File: config.mk
export PLATFORM = sky130hd
export DESIGN_NAME = operand_fetch_sequencer_flat
export DESIGN_NICKNAME = d
export VERILOG_FILES = /design/src/rtl/operand_fetch_sequencer_if.sv /design/src/rtl/operand_fetch_sequencer.sv /design/src/flat_wrapper.sv
export SDC_FILE = /design/constraint.sdc
export NUM_CORES = 1
export LEC_CHECK = 0
export ABC_AREA = 0
export BUFFER_PORTS_ARGS = -buffer_cell sky130_fd_sc_hd__buf_2
export CORE_AREA = 2 2 202 204
export CTS_CLUSTER_DIAMETER = 120
export DETAILED_ROUTE_END_ITERATION = 10
export DIE_AREA = 0 0 204 206
export PLACE_DENSITY = 0.69
export SYNTH_ARGS = -nofsm -noshare
export SYNTH_HDL_FRONTEND = slang
export SYNTH_SLANG_ARGS = --single-unit
File: constraint.sdc
create_clock -name clk -period 3.81 [get_ports clk]
set_input_delay 0.1905 -clock clk [delete_from_list [all_inputs] [get_ports clk]]
set_output_delay 0.1905 -clock clk [all_outputs]
set_load 0.05 [all_outputs]
File: src/rtl/operand_fetch_sequencer_if.sv
// ---------------------------------------------------------------------------
// operand_fetch_sequencer_if
//
// Shared data-cache read port used by the operand fetch sequencer.
//
// Handshake: the master raises memReqOut with memAddrOut and holds both
// unchanged until the slave returns memAckIn. The request is never withdrawn
// before its ack. memAckIn is sampled on the rising clock edge and may be high
// in the first cycle memReqOut is high (zero-wait). memDataIn is valid only
// in a cycle where memAckIn is high. memAckIn has no meaning while memReqOut
// is low.
//
// Signals:
//   memReqOut   master -> slave  read request
//   memAddrOut  master -> slave  [0:ADDR_W-1] read address
//   memAckIn    slave -> master  read completes this cycle
//   memDataIn   slave -> master  [0:ADDR_W-1] read data, valid with memAckIn
// ---------------------------------------------------------------------------
interface operand_fetch_sequencer_if #(
    parameter int ADDR_W = 64
);
    logic              memReqOut;
    logic [0:ADDR_W-1] memAddrOut;
    logic              memAckIn;
    logic [0:ADDR_W-1] memDataIn;

    modport master (
        output memReqOut,
        output memAddrOut,
        input  memAckIn,
        input  memDataIn
    );

    modport slave (
        input  memReqOut,
        input  memAddrOut,
        output memAckIn,
        output memDataIn
    );
endinterface

File: src/rtl/operand_fetch_sequencer.sv
// ---------------------------------------------------------------------------
// operand_fetch_sequencer
//
// Latches the src1/src2/dest addresses of one instruction and issues the
// src1 and src2 memory reads one at a time over a single shared cache read
// port, then presents both operands to execute with doneOut. busyOut stalls
// the front of the pipe while the sequencer is not idle. A flush aborts the
// instruction; a request already on the cache port is drained (held until its
// ack, data discarded) so the cache never sees a request withdrawn.
//
// Optional feature macro: OPERAND_FETCH_DEDUP_EN
//   When defined, an instruction whose two memory sources share one address
//   issues a single read and copies the data into both operand registers.
//
// Ports:
//   clk, reset_n             clock, asynchronous active-low reset
//   startIn                  instruction addresses valid (accepted in IDLE)
//   isMemoryAccessSrc1In/2In source needs a memory read
//   memoryAddressSrc1In/2In  source addresses
//   memoryAddressDestIn      destination address (passed through)
//   flushIn                  abort current instruction
//   consumerStallIn          execute stage cannot accept the result
//   memIf                    cache read port (master modport)
//   busyOut                  high in every state except IDLE
//   doneOut                  operands valid (DONE state)
//   operand1DataOut/2        captured read data
//   memoryAddressDestOut     latched destination address
//   stateOut                 current FSM state, for observation
// ---------------------------------------------------------------------------
module operand_fetch_sequencer #(
    parameter int ADDR_W = 64
) (
    input  logic              clk,
    input  logic              reset_n,
    input  logic              startIn,
    input  logic              isMemoryAccessSrc1In,
    input  logic              isMemoryAccessSrc2In,
    input  logic [0:ADDR_W-1] memoryAddressSrc1In,
    input  logic [0:ADDR_W-1] memoryAddressSrc2In,
    input  logic [0:ADDR_W-1] memoryAddressDestIn,
    input  logic              flushIn,
    input  logic              consumerStallIn,
    operand_fetch_sequencer_if.master memIf,
    output logic              busyOut,
    output logic              doneOut,
    output logic [0:ADDR_W-1] operand1DataOut,
    output logic [0:ADDR_W-1] operand2DataOut,
    output logic [0:ADDR_W-1] memoryAddressDestOut,
    output logic [2:0]        stateOut
);

    localparam logic [2:0] IDLE  = 3'd0;
    localparam logic [2:0] RD1   = 3'd1;
    localparam logic [2:0] RD2   = 3'd2;
    localparam logic [2:0] DRAIN = 3'd3;
    localparam logic [2:0] DONE  = 3'd4;

    logic [2:0]        stateQ;
    logic [2:0]        stateD;
    logic              needSrc2Q;
    logic [0:ADDR_W-1] src2AddrQ;
    logic [0:ADDR_W-1] destAddrQ;
    // Address currently presented on the cache port. It is loaded with the
    // src1 address at start (so it doubles as the latched src1 address) and
    // switched to src2 only when the src1 read completes, which keeps it
    // stable across wait cycles and through DRAIN.
    logic [0:ADDR_W-1] memAddrQ;
    logic [0:ADDR_W-1] op1Q;
    logic [0:ADDR_W-1] op2Q;
    logic              goRd2;
    logic              startOk;

`ifdef OPERAND_FETCH_DEDUP_EN
    logic dupQ;
    assign goRd2 = needSrc2Q && !dupQ;
`else
    assign goRd2 = needSrc2Q;
`endif

    assign startOk = startIn && !flushIn;

    // Next-state logic. Flush outranks start, ack and consumer stall; an
    // unacknowledged read under flush must drain rather than drop the request.
    always_comb begin
        stateD = stateQ;
        case (stateQ)
            IDLE: begin
                if (startOk) begin
                    if (isMemoryAccessSrc1In)      stateD = RD1;
                    else if (isMemoryAccessSrc2In) stateD = RD2;
                    else                           stateD = DONE;
                end
            end
            RD1: begin
                if (flushIn)             stateD = memIf.memAckIn ? IDLE : DRAIN;
                else if (memIf.memAckIn) stateD = goRd2 ? RD2 : DONE;
            end
            RD2: begin
                if (flushIn)             stateD = memIf.memAckIn ? IDLE : DRAIN;
                else if (memIf.memAckIn) stateD = DONE;
            end
            DRAIN: begin
                if (memIf.memAckIn) stateD = IDLE;
            end
            DONE: begin
                if (flushIn || !consumerStallIn) stateD = IDLE;
            end
            default: stateD = IDLE;
        endcase
    end

    always_ff @(posedge clk or negedge reset_n) begin
        if (!reset_n) begin
            stateQ    <= IDLE;
            needSrc2Q <= 1'b0;
            src2AddrQ <= '0;
            destAddrQ <= '0;
            memAddrQ  <= '0;
            op1Q      <= '0;
            op2Q      <= '0;
`ifdef OPERAND_FETCH_DEDUP_EN
            dupQ      <= 1'b0;
`endif
        end else begin
            stateQ <= stateD;
            case (stateQ)
                IDLE: begin
                    if (startOk) begin
                        needSrc2Q <= isMemoryAccessSrc2In;
                        src2AddrQ <= memoryAddressSrc2In;
                        destAddrQ <= memoryAddressDestIn;
                        memAddrQ  <= isMemoryAccessSrc1In ? memoryAddressSrc1In
                                                          : memoryAddressSrc2In;
                        // Sources without a memory read present zero.
                        if (!isMemoryAccessSrc1In) op1Q <= '0;
                        if (!isMemoryAccessSrc2In) op2Q <= '0;
`ifdef OPERAND_FETCH_DEDUP_EN
                        dupQ <= isMemoryAccessSrc1In && isMemoryAccessSrc2In &&
                                (memoryAddressSrc1In == memoryAddressSrc2In);
`endif
                    end
                end
                RD1: begin
                    // Data arriving alongside a flush is discarded.
                    if (memIf.memAckIn && !flushIn) begin
                        op1Q     <= memIf.memDataIn;
                        memAddrQ <= src2AddrQ;
`ifdef OPERAND_FETCH_DEDUP_EN
                        if (dupQ) op2Q <= memIf.memDataIn;
`endif
                    end
                end
                RD2: begin
                    if (memIf.memAckIn && !flushIn) op2Q <= memIf.memDataIn;
                end
                default: ;
            endcase
        end
    end

    assign memIf.memReqOut  = (stateQ == RD1) || (stateQ == RD2) || (stateQ == DRAIN);
    assign memIf.memAddrOut = memAddrQ;

    assign busyOut              = (stateQ != IDLE);
    assign doneOut              = (stateQ == DONE);
    assign operand1DataOut      = op1Q;
    assign operand2DataOut      = op2Q;
    assign memoryAddressDestOut = destAddrQ;
    assign stateOut             = stateQ;

endmodule

File: src/flat_wrapper.sv
// flat-port wrapper written by rule: the top's interface ports become plain ports
module operand_fetch_sequencer_flat 
#(
    parameter int ADDR_W = 64
)
  (clk, reset_n, startIn, isMemoryAccessSrc1In, isMemoryAccessSrc2In, memoryAddressSrc1In, memoryAddressSrc2In, memoryAddressDestIn, flushIn, consumerStallIn, busyOut, doneOut, operand1DataOut, operand2DataOut, memoryAddressDestOut, stateOut, memIf_memReqOut, memIf_memAddrOut, memIf_memAckIn, memIf_memDataIn);
  operand_fetch_sequencer_if #(.ADDR_W(ADDR_W)) memIf_i ();
  input  logic clk;
  input  logic reset_n;
  input  logic startIn;
  input  logic isMemoryAccessSrc1In;
  input  logic isMemoryAccessSrc2In;
  input  logic [0:ADDR_W-1] memoryAddressSrc1In;
  input  logic [0:ADDR_W-1] memoryAddressSrc2In;
  input  logic [0:ADDR_W-1] memoryAddressDestIn;
  input  logic flushIn;
  input  logic consumerStallIn;
  output logic busyOut;
  output logic doneOut;
  output logic [0:ADDR_W-1] operand1DataOut;
  output logic [0:ADDR_W-1] operand2DataOut;
  output logic [0:ADDR_W-1] memoryAddressDestOut;
  output logic [2:0] stateOut;
  output wire logic [$bits(memIf_i.memReqOut)-1:0] memIf_memReqOut;
  output wire logic [$bits(memIf_i.memAddrOut)-1:0] memIf_memAddrOut;
  input wire logic [$bits(memIf_i.memAckIn)-1:0] memIf_memAckIn;
  input wire logic [$bits(memIf_i.memDataIn)-1:0] memIf_memDataIn;
  assign memIf_memReqOut = memIf_i.memReqOut;
  assign memIf_memAddrOut = memIf_i.memAddrOut;
  assign memIf_i.memAckIn = memIf_memAckIn;
  assign memIf_i.memDataIn = memIf_memDataIn;
  operand_fetch_sequencer #(.ADDR_W(ADDR_W)) u_core (.clk(clk), .reset_n(reset_n), .startIn(startIn), .isMemoryAccessSrc1In(isMemoryAccessSrc1In), .isMemoryAccessSrc2In(isMemoryAccessSrc2In), .memoryAddressSrc1In(memoryAddressSrc1In), .memoryAddressSrc2In(memoryAddressSrc2In), .memoryAddressDestIn(memoryAddressDestIn), .flushIn(flushIn), .consumerStallIn(consumerStallIn), .memIf(memIf_i), .busyOut(busyOut), .doneOut(doneOut), .operand1DataOut(operand1DataOut), .operand2DataOut(operand2DataOut), .memoryAddressDestOut(memoryAddressDestOut), .stateOut(stateOut));
endmodule
==> run metrics <==
Layout Skew 0.00789 ns; launch point of the worst path u_core.stateOut[2]; final critical-path setup slack 1.39 ns; FF-to-FF End u_core.operand1DataOut[29]; share of layout cells above drive strength 1 35.7%; die area 42000 um^2; die outline width 204 um; commonest non-fill, non-tap cell in the layout buf_2; commonest non-fill, non-tap cells in the layout 523 x buf_2, 324 x dfrtp_1, 260 x nand2_1; data required time of the worst path 4.26 ns; ANT nets after route 0; postcts setup bufs 0; Avg WL per Cell 17.0 um; Post-Route WL 43200 um; Syn Area/Cell 10.6 um^2; 1st-iter DRT viols 628; router iterations before antenna repair 5; total of max-cap violations 0; # rows 74; Die H 206 um; Clock Latency Late Sink 0.54 ns; initial antenna violation count 4; via/cell ratio 4.81; Area Overhead vs Synth 45.9%; dpl cell area 16900 um^2; Worst-path clk slew 0.06 ns; Layout Cells excl Fill 2540; minimum clock period 2.42 ns; Post-synth EDFFs 0; Synth Register Bits 324; hold_buf cts 196; CP Class flop to flop; largest net degree at the start of global routing 129; clock buffer depth 3; critical path fanouts, max 67; synthesized instance count 1294; CTS tree built; Reg2Reg Launch Point u_core.stateOut[2]; fmax 413 MHz; run status complete, no violations; vias in the first global route 12373; max-slew violations 0; Synth Cell Area 13800 um^2; port bufs 525; number of buffers created by CTS 36; cts repair resizes 0; Placed Cells incl. Taps 2276; clock sink count 324; Worst-Margin Slew 1.03 ns; post-synthesis sequential area ratio 58.9%; r2r setup slk 1.39 ns; Slew headroom 31.4%; H-tree levels 2; synth unique cells 35; Core Region 40200 um^2; synth warn 0; Starting Density 34.3%; # IOs 526; setup TNS 0 ns; fin area 20100 um^2; CP endpoint kind flop; unrepaired setup endpoints after global routing false; DR DRC count 0; crit share post-route 63.5%; CTS root buf clkbuf_16; critical path endpoint u_core.operand1DataOut[29]; global placer's final weighted congestion 0.850; total gr overflow 0; Pleak 9.96 nW; Total Nets Final 2242; FF-to-FF path depth 5; pre-CTS WS 1.37 ns; first-pass GRT wire length 65800 um; WP data arrival 2.87 ns; worst min path class input pin to flop; Main synth FF type dfrtp_1; Final setup viols 0; Power Density 883 nW/um^2; vias 12214; VDD IR max 0.584 mV; Mapped Nets 1558; hold slack 0.0637 ns; final hold vios 0; Total GRT Usage 19.6%; DPL Wire Length 27800 um; Async SR Flop Fraction 100%; crit start category flop
## worst min path at each step
stage	from	endpoint	slack, ns	cells past startpoint
global placement	reset_n	u_core.operand2DataOut[18]	0.39	1
CTS	memoryAddressSrc1In[41]	u_core.memIf.memAddrOut[41]	0.02	5
detailed placement	reset_n	u_core.operand2DataOut[16]	0.39	1
floorplan	reset_n	u_core.goRd2	-0.11	0
finish	memoryAddressSrc1In[42]	u_core.memIf.memAddrOut[42]	0.06	5
global route	memoryAddressSrc1In[5]	u_core.memIf.memAddrOut[5]	0.05	5
## worst max-delay path, cell delays in order, from the launching register on
cell and delay (ns):
dfrtp_1 0.61, nor2_1 0.42, nor4b_4 0.70, buf_12 0.32, nand3_1 0.11, o21ai_0 0.12
## layer usage
layer,routed length (um),vias to the layer above,track usage [%]
met5,13,-,0
met4,1730,2,8.59
met3,2940,124,5.31
met2,21100,492,32.8
met1,17400,5865,23.9
li1,-,5731,-
## cell usage after synthesis, drive strengths merged (2+ instances only)
cell type	count	area share [%]
nor4b	2	0.17
nand2	260	7.1
mux2	130	11
mux2i	65	4.7
clkbuf	40	1.1
nand3	65	2.4
a21oi	2	0.073
nand2b	4	0.18
buf	54	2.4
and2	2	0.091
inv	66	1.8
o21ai	259	9.4
dfrtp	324	59
nor2	6	0.20
## state kept, by name, summed over array words and instances (netlist names)
signal	cells
u_core.memIf.memAddrOut	64
u_core.operand1DataOut	64
u_core.memoryAddressDestOut	64
u_core.src2AddrQ	64
u_core.operand2DataOut	64
u_core.goRd2	1
u_core.stateOut	3
## layout make-up
class	instances	area, um^2
fillers	3511	20100
flip-flops and latches	324	8110
multi-input cells	810	4980
repair buffers	740	4860
clock buffers	48	1040
well taps	532	666
inverters	66	248
clock inverters	17	180
diodes	3	7.51
## logic make-up (layout without fill, tap and decap cells)
family / after synthesis / in the layout / synth area share [%]
AOI/OAI and AO/OA: 268 / 268 / 9.98
buffers and inverters: 160 / 871 / 5.26
DFF: 324 / 324 / 58.9
muxes: 195 / 195 / 15.4
other: 0 / 3 / 0
and+or+nand+nor: 347 / 347 / 10.5
## stage by stage
step | util [%] | total power, W
6_report | 50.0 | 0.0177
5_1_grt | 50.0 | 0.0186
4_1_cts | 50.0 | 0.0178
3_5_place_dp | 42.1 | 0.0140
3_3_place_gp | 42.1 | 0.0138
2_1_floorplan | - | 0.0118
## power breakdown
| group | total (W) | internal, W | leakage, nW | switching, W |
|---|---|---|---|---|
| logic | 0.00840 | 0.00214 | 5.25 | 0.00626 |
| registers | 0.00575 | 0.00492 | 4.12 | 0.000825 |
| clock network | 0.00359 | 0.00213 | 0.603 | 0.00146 |
(Power assumes the default switching activity.)
